`src/rtl/fir_tap_scheduler.sv`:
```
// Tap-sequencing control FSM for the FIR accelerator: IDLE -> SHIFT -> MAC x NUM_TAPS -> DONE.
// Define FIR_SCHED_B2B_EN to let DONE hand off directly to SHIFT when a new sample is already waiting.
module fir_tap_scheduler #(
  parameter int NUM_TAPS = 4,
  parameter int CNT_BITS = 4
) (
  input  logic                clk,
  input  logic                rst,
  input  logic                flush,
  input  logic                sample_valid,
  input  logic                result_ack,
  output logic                sample_ack,
  output logic                shift_en,
  output logic                clear_acc,
  output logic                mac_en,
  output logic [CNT_BITS-1:0] tap_sel,
  output logic                result_valid,
  output logic                busy,
  output logic [7:0]          sample_cnt
);

  typedef enum logic [1:0] {
    S_IDLE,
    S_SHIFT,
    S_MAC,
    S_DONE
  } state_t;

  localparam logic [CNT_BITS-1:0] LAST_TAP = CNT_BITS'(NUM_TAPS - 1);

`ifdef FIR_SCHED_B2B_EN
  localparam bit B2B_EN = 1'b1;
`else
  localparam bit B2B_EN = 1'b0;
`endif

  state_t              state_q, state_d;
  logic [CNT_BITS-1:0] tap_cnt_q, tap_cnt_d;
  logic [7:0]          cnt_q, cnt_d;

  always_ff @(posedge clk or posedge rst) begin
    if (rst) begin
      state_q   <= S_IDLE;
      tap_cnt_q <= '0;
      cnt_q     <= '0;
    end else begin
      state_q   <= state_d;
      tap_cnt_q <= tap_cnt_d;
      cnt_q     <= cnt_d;
    end
  end

  // flush wins over everything; only an acknowledged result advances the result count
  always_comb begin
    state_d   = state_q;
    tap_cnt_d = tap_cnt_q;
    cnt_d     = cnt_q;
    if (flush) begin
      state_d   = S_IDLE;
      tap_cnt_d = '0;
    end else begin
      case (state_q)
        S_IDLE: begin
          if (sample_valid) state_d = S_SHIFT;
        end
        S_SHIFT: begin
          tap_cnt_d = '0;
          state_d   = S_MAC;
        end
        S_MAC: begin
          if (tap_cnt_q == LAST_TAP) begin
            tap_cnt_d = '0;
            state_d   = S_DONE;
          end else begin
            tap_cnt_d = tap_cnt_q + CNT_BITS'(1);
          end
        end
        S_DONE: begin
          if (result_ack) begin
            cnt_d   = cnt_q + 8'd1;
            state_d = (B2B_EN && sample_valid) ? S_SHIFT : S_IDLE;
          end
        end
        default: begin
          state_d   = S_IDLE;
          tap_cnt_d = '0;
        end
      endcase
    end
  end

  always_comb begin
    sample_ack   = 1'b0;
    shift_en     = 1'b0;
    clear_acc    = 1'b0;
    mac_en       = 1'b0;
    tap_sel      = '0;
    result_valid = 1'b0;
    busy         = (state_q != S_IDLE);
    case (state_q)
      S_SHIFT: begin
        sample_ack = 1'b1;
        shift_en   = 1'b1;
        clear_acc  = 1'b1;
      end
      S_MAC: begin
        mac_en  = 1'b1;
        tap_sel = tap_cnt_q;
      end
      S_DONE:  result_valid = 1'b1;
      default: ;
    endcase
  end

  assign sample_cnt = cnt_q;

endmodule

```
`config.mk`:
```
export PLATFORM = sky130hd
export DESIGN_NAME = fir_tap_scheduler
export DESIGN_NICKNAME = d
export VERILOG_FILES = /design/src/rtl/fir_tap_scheduler.sv
export SDC_FILE = /design/constraint.sdc
export NUM_CORES = 1
export LEC_CHECK = 0
export BUFFER_PORTS_ARGS = -buffer_cell sky130_fd_sc_hd__buf_2
export CORE_MARGIN = 2
export CORE_UTILIZATION = 53
export DETAILED_ROUTE_END_ITERATION = 8
export GPL_TIMING_DRIVEN = 0
export PLACE_DENSITY = 0.81
export SYNTH_ARGS = -nofsm -noshare
export SYNTH_HDL_FRONTEND = slang
export SYNTH_SLANG_ARGS = --single-unit
```
`constraint.sdc`:
```
create_clock -name clk -period 2.05 [get_ports clk]
set_input_delay 0 -clock clk [delete_from_list [all_inputs] [get_ports clk]]
set_output_delay 0 -clock clk [all_outputs]
set_load 0.01 [all_outputs]
```
==> run_results.csv <==
group,metric,value,unit
cts,cts_tree,"yes",
worst_setup_path,crit_path_start_kind,"register",
timing,finClkSkew,7.92,ps
drt,ant_nets,0,
synth,ys.flop_type,"dfrtp_1",
timing,fmax,624,MHz
worst_setup_path,path_class,"register to register",
timing,relSlewSlack,63.6,%
synth,synth-seq-cells,14,
synth,ys_seq_area_share,44.0,%
floorplan,start_util,59.0,%
worst_setup_path,reg2reg_depth,5,
timing,worst_pin_slew,546,ps
grt,busiest_layer,"met2",
grt,grt_max_degree,15,
drt,drt_iter0_markers,16,
cts,cts_sinks,14,
grt,grt_usage,19.4,%
drt,wl_per_cell,13.4,µm
cts,cts_buffers,3,
timing,rsz0062_at_grt,"no",
place,dp_hpwl,1120,µm
layout,area_delta_synth_final,23.2,%
timing,drv_slew,0,
cts,cts_root_buffer,"clkbuf_4",
floorplan,ios,23,
place,place.port_buffers,22,
grt,antenna_found_initial,0,
synth,async_reset_ff_share,100,%
layout,num_antenna_cells,0,
layout,multi_input_area,389,µm²
drt,detail_route.vias_per_cell,5.34,
layout,finish.instance_area,982,µm²
worst_setup_path,required,2270,ps
synth,postSynthAreaPerCell,10.9,µm²
layout,fill_cells,107,
synth,yosys-top-cells-area,"dfrtp_1 44%, ha_1 11%, xnor2_1 5.5%",
grt,grt_pass1_wl,2660,µm
place,post_dp_cell_area,926,µm²
synth,syn_area,797,µm²
timing,hold_viol,0,
floorplan,core_area,1350,µm²
worst_setup_path,cp_max_fo,5,
layout,regArea,350,µm²
pwr,p_per_area,1020,nW/µm²
worst_setup_path,arrival,1820,ps
grt,grt.met2_usage,29.4,%
layout,fin_nets,114,
grt,grt_remaining_overflow,0,
timing,setup_viol,0,
floorplan,die_y,42.8,µm
grt,grtUsageMet3,4.26,%
timing,finalCritPeriodShare,78.2,%
layout,drive_above_1_share,35.6,%
grt,met1_usage,26.7,%
worst_setup_path,endpoint_kind,"register",
timing,period_minus_slack,1600,ps
pwr,leakage,0.000540,µW
synth,synth_cell_types,27,
synth,synth_most_common_cell,"dfrtp_1",
synth,synth_edf_count,0,
floorplan,die-area,1830,µm²
cts,cts_max_level,1,
floorplan,dieWidth,42.8,µm
cts,cts_resized,0,
cts,clock_latency,290,ps
floorplan,rows,13,
cts,clk_path_buf_depth,2,
drt,first_pass_iters,4,
run,maxCapViolCount,0,
timing,final.setup.tns,0,ps
synth,netlist.area_leader.share,44.0,%
hold_path,hp-class,"input port to register",
synth,netlist_instances,73,
status,status,"finished, final reports clean",
synth,synth_fp_nets,85,
pwr,ir_drop,0.726,mV
drt,drc,0,
drt,totalWireLength,1550,µm
synth,yosys.area.top_type,"dfrtp_1",
cts,clkTransAtPathRegs,100,ps
grt,first_global_vias,584,
synth,synthTopCellsByCount,"14 x dfrtp_1, 7 x ha_1, 7 x inv_1",
synth,yosys_warnings,0,
place,gp_congestion,0.738,
drt,via_count,620,
hold_path,hold_path_depth,4,
==> logic make-up after synthesis <==
group	after synthesis	synth area share (%)
AO/OA/AOI/OAI	8	7.38
XOR/XNOR	8	8.79
adder cells (fa/ha/maj)	7	11.0
buffers and inverters	11	7.22
flip-flops	14	44.0
multiplexers	4	5.18
AND/OR/NAND/NOR	21	16.5
==> through the flow <==
step	utilization, %	hold WS (ps)	total power (µW)	instances	setup WS (ps)
2_1_floorplan	-	-111	660	73	614
3_3_place_gp	68.6	62.1	780	110	528
3_5_place_dp	68.6	72.0	797	110	466
4_1_cts	72.8	182	1010	116	433
5_1_grt	72.8	199	1080	116	359
6_report	72.8	174	1000	116	447
==> registers in the layout, indices dropped and copies added (netlist names) <==
register,flops
sample_cnt,8
tap_cnt_q,4
state_q,2
==> final timing paths <==
check	startpoint	slack (ps)	to
hold / removal	result_ack	170	sample_cnt[0]
setup reg to reg	tap_cnt_q[0]	450	state_q[1]
hold reg to reg	sample_cnt[7]	470	sample_cnt[7]
max in group asynchronous	rst	1400	sample_cnt[4]
setup / recovery	tap_cnt_q[0]	450	state_q[1]
min in group asynchronous	rst	290	tap_cnt_q[3]
==> where the power goes <==
group / internal, µW / leakage (µW) / switching, µW / total [µW]
logic: 191 / 0.000328 / 233 / 424
clock network: 108 / 0.0000210 / 99.8 / 208
registers: 323 / 0.000191 / 47.7 / 371
total: 622 / 0.000540 / 381 / 1000
==> what timing repair did <==
action,CTS,global route
setup buffers,0,0
hold endpoints to repair,16,0
hold buffers,2,0
==> critical path, stage by stage, from the launching register on <==
cell and delay [ps]:
dfrtp_1 410, ha_1 220, inv_1 70, o311ai_2 330
a21boi_2 290, mux2i_1 210
==> layer usage <==
| metal | share of wire (%) | up-vias | wire [µm] |
|---|---|---|---|
| li1 | - | 299 | - |
| met1 | 46 | 292 | 718 |
| met2 | 45 | 25 | 704 |
| met3 | 6.8 | 4 | 106 |
| met4 | 1.5 | 0 | 24 |
| met5 | 0 | - | 0 |
==> placed cells by master, fill, tap and decap left out, drive strengths merged, types with 2 or more instances in the layout <==
cell type / count
nand4: 2
nand2: 5
a21oi: 2
ha: 7
xnor2: 5
o21ai: 3
dlygate4sd3: 2
mux2i: 3
clkbuf: 4
and2: 4
dfrtp: 14
xor2: 3
nand3: 3
inv: 7
buf: 26
==> area by class of cell <==
| type | count | share of cell area (%) |
|---|---|---|
| Multi-Input combinational cell | 48 | 39.6 |
| Sequential cell | 14 | 35.7 |
| Timing Repair Buffer | 24 | 13.2 |
| Clock buffer | 4 | 3.69 |
| Buffer | 4 | 3.18 |
| Inverter | 7 | 2.68 |
| Tap cell | 15 | 1.91 |
No activity file was read; power rests on OpenSTA's default activity.
